[src/rtl/matmul_pkg.sv]
// Shared types and helpers for the systolic matrix multiplier.
// Latency: n/a (package only).
// Backpressure: n/a (package only).
package matmul_pkg;

  localparam int DEF_N  = 4;
  localparam int DEF_DW = 8;

  typedef enum logic [1:0] {
    S_IDLE = 2'd0,
    S_RUN  = 2'd1,
    S_DONE = 2'd2
  } state_t;

  // Ceiling log2; clog2(1) = 0.
  function automatic int clog2(input int value);
    int r;
    r = 0;
    while ((1 << r) < value) r = r + 1;
    return r;
  endfunction

  // Low bit of element (row, col) in a row-major packed n x n matrix of width-bit elements.
  function automatic int elem_lo(input int row, input int col, input int n, input int width);
    return (row * n + col) * width;
  endfunction

endpackage

[src/rtl/systolic_pe.sv]
// One multiply-accumulate cell of the systolic array; forwards a right and b down.
// Latency: one cycle from operand arrival to accumulator update and forwarding.
// Backpressure: none; advances whenever en is high, load has priority.
module systolic_pe #(
  parameter int DW     = 8,
  parameter int AW     = 18,
  parameter int SIGNED = 0
) (
  input  logic          clock,
  input  logic          reset,
  input  logic          load,
  input  logic [AW-1:0] load_val,
  input  logic          en,
  input  logic [DW-1:0] a_in,
  input  logic [DW-1:0] b_in,
  output logic [DW-1:0] a_out,
  output logic [DW-1:0] b_out,
  output logic [AW-1:0] acc
);

  logic [2*DW-1:0] prod;
  logic [AW-1:0]   prod_ext;

  // Operands are widened before the multiply so the low 2*DW bits are the exact product
  if (SIGNED != 0) begin : g_signed
    assign prod     = {{DW{a_in[DW-1]}}, a_in} * {{DW{b_in[DW-1]}}, b_in};
    assign prod_ext = {{(AW-2*DW){prod[2*DW-1]}}, prod};
  end else begin : g_unsigned
    assign prod     = {{DW{1'b0}}, a_in} * {{DW{1'b0}}, b_in};
    assign prod_ext = {{(AW-2*DW){1'b0}}, prod};
  end

  // Accumulate and pass operands on; a load (start) resets the cell for a new product
  always_ff @(posedge clock or negedge reset) begin
    if (!reset) begin
      acc   <= '0;
      a_out <= '0;
      b_out <= '0;
    end else if (load) begin
      acc   <= load_val;
      a_out <= '0;
      b_out <= '0;
    end else if (en) begin
      acc   <= acc + prod_ext;
      a_out <= a_in;
      b_out <= b_in;
    end
  end

endmodule

[src/rtl/systolic_matmul.sv]
// N x N output-stationary systolic matrix multiply, optionally accumulating into C.
// Latency: done pulses 3N-1 cycles after the accepting start edge.
// Backpressure: start is ignored while busy; no stall once running.
module systolic_matmul
  import matmul_pkg::*;
#(
  parameter int N      = DEF_N,
  parameter int DW     = DEF_DW,
  parameter int SIGNED = 0,
  localparam int AW    = 2*DW + clog2(N)
) (
  input  logic              clock,
  input  logic              reset,
  input  logic              start,
  input  logic              accumulate,
  input  logic [N*N*DW-1:0] matrix_A,
  input  logic [N*N*DW-1:0] matrix_B,
  output logic              busy,
  output logic              done,
  output logic [N*N*AW-1:0] matrix_C
);

  localparam int            CW   = clog2(3*N-2);
  localparam logic [CW-1:0] LAST = CW'(3*N-3);

  state_t                   state;
  logic [CW-1:0]            cnt;
  logic [N*N*DW-1:0]        a_q, b_q;
  logic [N-1:0][DW-1:0]     edge_a, edge_b, edge_a_nxt, edge_b_nxt;
  logic [N-1:0][N:0][DW-1:0] a_h;
  logic [N:0][N-1:0][DW-1:0] b_v;
  logic [N*N*AW-1:0]        acc_flat;
  logic [N-1:0]             unused_tail;
  logic                     accept, run;

  assign accept = (state == S_IDLE) && start;
  assign run    = (state == S_RUN);

  // Edge values for the coming feed cycle t: row i sees A[i][t-i], column j sees B[t-j][j]
  always_comb begin
    int t, k;
    logic [N*N*DW-1:0] a_src, b_src;
    edge_a_nxt = '0;
    edge_b_nxt = '0;
    k     = 0;
    a_src = accept ? matrix_A : a_q;
    b_src = accept ? matrix_B : b_q;
    t     = accept ? 0 : int'(cnt) + 1;
    for (int i = 0; i < N; i++) begin
      k = t - i;
      if (k >= 0 && k < N) begin
        edge_a_nxt[i] = a_src[elem_lo(i, k, N, DW) +: DW];
        edge_b_nxt[i] = b_src[elem_lo(k, i, N, DW) +: DW];
      end
    end
  end

  // Skew passers: registered edge feed, zero whenever no operation is feeding
  always_ff @(posedge clock or negedge reset) begin
    if (!reset) begin
      edge_a <= '0;
      edge_b <= '0;
    end else if (accept || run) begin
      edge_a <= edge_a_nxt;
      edge_b <= edge_b_nxt;
    end else begin
      edge_a <= '0;
      edge_b <= '0;
    end
  end

  genvar gi, gj;
  for (gi = 0; gi < N; gi++) begin : g_row
    assign a_h[gi][0]      = edge_a[gi];
    assign b_v[0][gi]      = edge_b[gi];
    assign unused_tail[gi] = ^{a_h[gi][N], b_v[N][gi]};
    for (gj = 0; gj < N; gj++) begin : g_col
      systolic_pe #(.DW(DW), .AW(AW), .SIGNED(SIGNED)) u_pe (
        .clock    (clock),
        .reset    (reset),
        .load     (accept),
        .load_val (accumulate ? matrix_C[elem_lo(gi, gj, N, AW) +: AW] : '0),
        .en       (run),
        .a_in     (a_h[gi][gj]),
        .b_in     (b_v[gi][gj]),
        .a_out    (a_h[gi][gj+1]),
        .b_out    (b_v[gi+1][gj]),
        .acc      (acc_flat[elem_lo(gi, gj, N, AW) +: AW])
      );
    end
  end

  // Control FSM: counts feed cycles and publishes the accumulators as the result
  always_ff @(posedge clock or negedge reset) begin
    if (!reset) begin
      state    <= S_IDLE;
      cnt      <= '0;
      busy     <= 1'b0;
      done     <= 1'b0;
      matrix_C <= '0;
      a_q      <= '0;
      b_q      <= '0;
    end else begin
      done <= 1'b0;
      case (state)
        S_IDLE: if (start) begin
          state <= S_RUN;
          busy  <= 1'b1;
          cnt   <= '0;
          a_q   <= matrix_A;
          b_q   <= matrix_B;
        end
        S_RUN: begin
          if (cnt == LAST) state <= S_DONE;
          else             cnt   <= cnt + CW'(1);
        end
        S_DONE: begin
          state    <= S_IDLE;
          busy     <= 1'b0;
          done     <= 1'b1;
          matrix_C <= acc_flat;
        end
        default: begin
          state <= S_IDLE;
          busy  <= 1'b0;
        end
      endcase
    end
  end

endmodule

[config.mk]
export PLATFORM = sky130hd
export DESIGN_NAME = systolic_matmul
export DESIGN_NICKNAME = d
export VERILOG_FILES = /design/src/rtl/matmul_pkg.sv /design/src/rtl/systolic_pe.sv /design/src/rtl/systolic_matmul.sv
export SDC_FILE = /design/constraint.sdc
export NUM_CORES = 2
export LEC_CHECK = 0
export ABC_AREA = 1
export BUFFER_PORTS_ARGS = -buffer_cell sky130_fd_sc_hd__buf_2
export CORE_MARGIN = 4
export CORE_UTILIZATION = 52
export CTS_CLUSTER_DIAMETER = 80
export DETAILED_ROUTE_END_ITERATION = 16
export PLACE_DENSITY_LB_ADDON = 0.08
export SLEW_MARGIN = 5
export SYNTH_ARGS = -nofsm -noshare
export SYNTH_HDL_FRONTEND = slang
export SYNTH_SLANG_ARGS = --single-unit
[constraint.sdc]
create_clock -name clock -period 6.1 [get_ports clock]
set_input_delay 1.22 -clock clock [delete_from_list [all_inputs] [get_ports clock]]
set_output_delay 1.22 -clock clock [all_outputs]
set_load 0.05 [all_outputs]
==> results list <==
* Crit start category: register
* Fraction of the mapped netlist area in compound gates: just over 8%
- The largest total area in the synthesized netlist belongs to sky130_fd_sc_hd__dfrtp_1.
* Primary FF master, synth: sky130_fd_sc_hd__dfrtp_1
- For this configuration, the core starts out at a cell density of between 50% and 60%.
- Multiplexer cells account for 0% of the synthesized area.
* Setup Total Neg Slack: 0 ns
- Via count normalized by instance count: roughly 5.3
* DRC violation total after the first TritonRoute iteration: between 5000 and 6000
* Largest family of logic cells by synthesized area: adder cells
* Asr flop ratio synth: 100%
* Number of ports placed on the die boundary: 550
* Die Area: ~0.19 sq mm
- Yosys top cell area share: between 20% and 30%
- Count of buffers added by post-CTS timing repair for setup: 0
- In this run the worst path has a maximum fanout of 9.
* Max Clock Freq: around 210 MHz
* Met3 Track Usage GR: between 4 and 5%
- Measured along the x axis, the die boundary spans ~430 um.
- TritonCTS built the clock tree.
- For this run, the total global-route usage over all layers was measured as 30.7%.
- The endpoint identified for the worst register-to-register timing path is g_row[0].g_col[0].u_pe.acc[13]$_DFFE_PN0P_.
* Number of antenna violations at the first check in global routing: 7
- Net switching is 52.4% of the power.
- Leading cell types in the layout, fill and taps excluded: sky130_fd_sc_hd__nand2_1, sky130_fd_sc_hd__inv_1, sky130_fd_sc_hd__dfrtp_1
- Final hold vios: 0
* Hold_buf cts: 0
- The first detailed-routing pass ran for 9 iterations.
- Remaining routing DRC violations: 0
- Relative to the synthesized area, the layout overhead comes to 9.29%.
- The clock network burns roughly 17% of the power.
* Largest buffer count on any clock path: 3
* Number of endpoints failing setup at the final stage: 0
- The synthesized netlist occupies a cell area of between 0.09 and 0.1 sq mm.
* Routability Congestion: 0.920
- Critical path, cell by cell: nand2_1, fa_1, inv_1, fa_1, fa_1, inv_1, fa_1, inv_1, ha_1, a21oi_1, o21ai_0, nand3b_1, or2_2, nand3_1, a21oi_1
- The number of buffers and inverters on the critical path is 3.
- In this run the tool buffered the top-level ports with ~550 buffer cells.
* Synth Area in Simple Gates: between 20% and 30%
* Maximum number of pins on one net before global-route repair: 205
- Register bit count reported by yosys: ~1100
- Critical Path Slowest Stage Cell: sky130_fd_sc_hd__dfrtp_1
- Max IR drop VDD: roughly 0.00057 V
- The flow ran to the end, and the final reports show no timing, DRC or antenna violations.
* H-tree lvl count: 4
* Met2 global-route usage: 49.9%
- STA classifies the critical path endpoint as a register.
- Count of nets after finishing: 14200
- The worst path uses between 70% and 80% of the clock period.
- Clock-pin slew reported for the worst setup and hold paths after clock tree synthesis: about 0.060 ns
- The worst path in the final design needs a cycle of between 4 and 5 ns, including I/O delays and setup.
* Largest cells by area after synthesis: sky130_fd_sc_hd__dfrtp_1, sky130_fd_sc_hd__fa_1, sky130_fd_sc_hd__nand2_1
- Cells with a size suffix above 1 make up under 10% of the layout.
* Worst endpoint required time: 6.78 ns
- The worst pin sits at a relative slew slack of about 30%.
- The number of global-route vias before repair came to 79300.
- First-pass GRT wire length: roughly 450000 um
* Sum of net half-perimeters after detailed placement: 213000 um
- Most heavily used metal layer in global routing: met2
* Number of cells produced by synthesis: 12400
- The root buffer cell chosen for the clock tree is sky130_fd_sc_hd__clkbuf_16.
* Most frequent standard cell in the layout excluding fill and tap cells: sky130_fd_sc_hd__nand2_1
- The Yosys step of the flow raised 0 warnings.
- Count of cells resized by post-cts repair: 0
- The worst register-to-register path begins at b_v[2]$_DFF_PN0_.
- Clock insertion delay at the later pin of the skew report: 0.81 ns
- Count of cell types in the netlist: 44
- The clock arrives with ~0.035 ns of skew.
- The count of nets left with antenna violations once routing finished came out at 0.
* Slew Viols, Final: 0
* Rows: between 150 and 200
- Of the total power, registers draw 27.7%.
* Gate power share: between 50 and 60%
- Mean routed wirelength per cell: 18.8 um
- Counting every net in the synthesized netlist gives 14100.
- Setup repair after global routing left no endpoint under its margin.
- Wire length after detailed routing: approximately 280000 um
* Vias: approximately 79000
- The average instance in the mapped netlist occupies ~7.5 sq um.
- At the pin with the least slew margin, the transition time is 1.06 ns.
- Cell area power density: 482 mW/mm^2
- Type of the tightest min-delay check: input pin to asynchronous set/reset pin
* Internal reg-to-reg setup slack: 1.33 ns
- Post-synth EDFFs: 0
- Arrival time at the worst endpoint: roughly 5.5 ns
- In this design, the largest share of critical-path delay is due to adder cells.
- Floorplan Core Area: approximately 0.18 sq mm
* Crit path largest cell delay: around 0.73 ns
- Max-cap violations in this run came to 0.
* Design internal power: 23.3 mW
- Of the total synthesized cell area, the portion taken by full adders, half adders and majority gates is between 20% and 30%.
- Total congestion overflow after global routing: 0
* Number of inserted filler cells in the final layout: 16800
* Overall power consumption: between 40 and 50 mW
- Worst setup path class: register to register
- Chip Height: ~430 um
- Clock tree synthesis inserted a total of 140 buffers.
* Parity-gate share of the synthesized area counting xor and xnor cells: less than 1%
- Summed over all nets, the switching power comes to around 26 mW.
- The worst register-to-register path has a depth of 15.
* Clock tree sinks: around 1100
- Leak Pwr: between 50 and 60 nW
* Portion of the post-synthesis area used by sequential elements: just under 30%
* Met1 layer usage reported by global route: between 40% and 50%
* Most frequent CP cell: sky130_fd_sc_hd__fa_1
==> worst max-delay path by stage <==
stage	startpoint	to	slack, ns	cells past startpoint
2_1_floorplan	g_row[1].g_col[2].u_pe.a_out[7]$_DFFE_PN0P_	g_row[1].g_col[3].u_pe.acc[13]$_DFFE_PN0P_	1.99	18
3_3_place_gp	start	a_h[121]$_DFF_PN0_	0.86	17
3_5_place_dp	start	b_v[24]$_DFF_PN0_	0.80	15
4_1_cts	b_v[3]$_DFF_PN0_	g_row[0].g_col[0].u_pe.acc[13]$_DFFE_PN0P_	1.33	15
5_1_grt	cnt[0]$_DFFE_PN0P_	a_h[122]$_DFF_PN0_	1.07	16
6_report	b_v[2]$_DFF_PN0_	g_row[0].g_col[0].u_pe.acc[13]$_DFFE_PN0P_	1.33	15
==> worst reg2reg max path, cell delays in order (launching register included) <==
cell and delay, ns:
sky130_fd_sc_hd__dfrtp_1 0.73, sky130_fd_sc_hd__nand2_1 0.18, sky130_fd_sc_hd__fa_1 0.57, sky130_fd_sc_hd__inv_1 0.06, sky130_fd_sc_hd__fa_1 0.45, sky130_fd_sc_hd__fa_1 0.52
sky130_fd_sc_hd__inv_1 0.05, sky130_fd_sc_hd__fa_1 0.47, sky130_fd_sc_hd__inv_1 0.04, sky130_fd_sc_hd__ha_1 0.36, sky130_fd_sc_hd__a21oi_1 0.35, sky130_fd_sc_hd__o21ai_0 0.20
sky130_fd_sc_hd__nand3b_1 0.23, sky130_fd_sc_hd__or2_2 0.29, sky130_fd_sc_hd__nand3_1 0.10, sky130_fd_sc_hd__a21oi_1 0.09
==> metrics by stage <==
step	hold WS (ns)	util [%]	instances	setup slack, ns	area (sq um)
after floorplan	0.440	-	12400	1.99	92800
after global placement	0.457	54.7	14700	0.864	96700
after detailed placement	0.458	54.7	14700	0.803	96700
after CTS	0.397	57.3	14900	1.33	101000
after global routing	0.434	57.3	14900	1.07	101000
final	0.427	57.3	14900	1.33	101000
==> state kept, by name (all words and copies together) (netlist names), 4 cells and up <==
register / cells
g_row.g_col.u_pe.acc: 288
g_row.g_col.u_pe.b_out: 96
b_v: 32
g_row.g_col.u_pe.a_out: 96
cnt: 4
b_q: 128
a_q: 128
matrix_C: 288
a_h: 32
==> Yosys cell counts, drive strengths merged, types with 44 or more instances <==
| master | n |
|---|---|
| o22ai | 66 |
| nand3 | 725 |
| clkbuf | 473 |
| o211ai | 44 |
| ha | 654 |
| dfrtp | 1096 |
| nor2 | 445 |
| nand3b | 63 |
| buf | 165 |
| a21oi | 366 |
| nand2 | 3765 |
| or2 | 95 |
| fa | 800 |
| inv | 2635 |
| a22oi | 96 |
| o21ai | 649 |
| a31oi | 99 |
==> logic make-up after synthesis <==
family	after synthesis
buf+inv	3273
xor+xnor	39
compound gates	1375
flops	1096
fa+ha+maj	1454
simple gates	5128
==> routing by layer <==
| layer | vias to the layer above | wire length, um |
|---|---|---|
| li1 | 37600 | - |
| met1 | 38600 | 124000 |
| met2 | 2226 | 131000 |
| met3 | 392 | 16400 |
| met4 | 10 | 10400 |
| met5 | - | 74 |
==> power groups by stage <==
stage          registers (mW)  logic [mW]  clock network (mW)
5_1_grt                  13.9        30.1                8.98
3_5_place_dp             13.6        26.8                   0
6_report                 13.6        26.8                8.51
4_1_cts                  13.5        26.9                8.67
3_3_place_gp             13.5        26.4                   0
2_1_floorplan            14.5        17.3                   0
==> area by class of cell <==
class | count | area, sq um | share of cell area, %
Sequential cell | 1096 | 27400 | 27.0
Inverter | 2635 | 9920 | 9.78
Antenna cell | 3 | 7.51 | 0.00740
Clock buffer | 185 | 3860 | 3.81
Timing Repair Buffer | 617 | 3510 | 3.46
Tap cell | 2340 | 2930 | 2.89
Clock inverter | 63 | 818 | 0.807
Multi-Input combinational cell | 7996 | 53000 | 52.2
(Power assumes the default switching activity.)
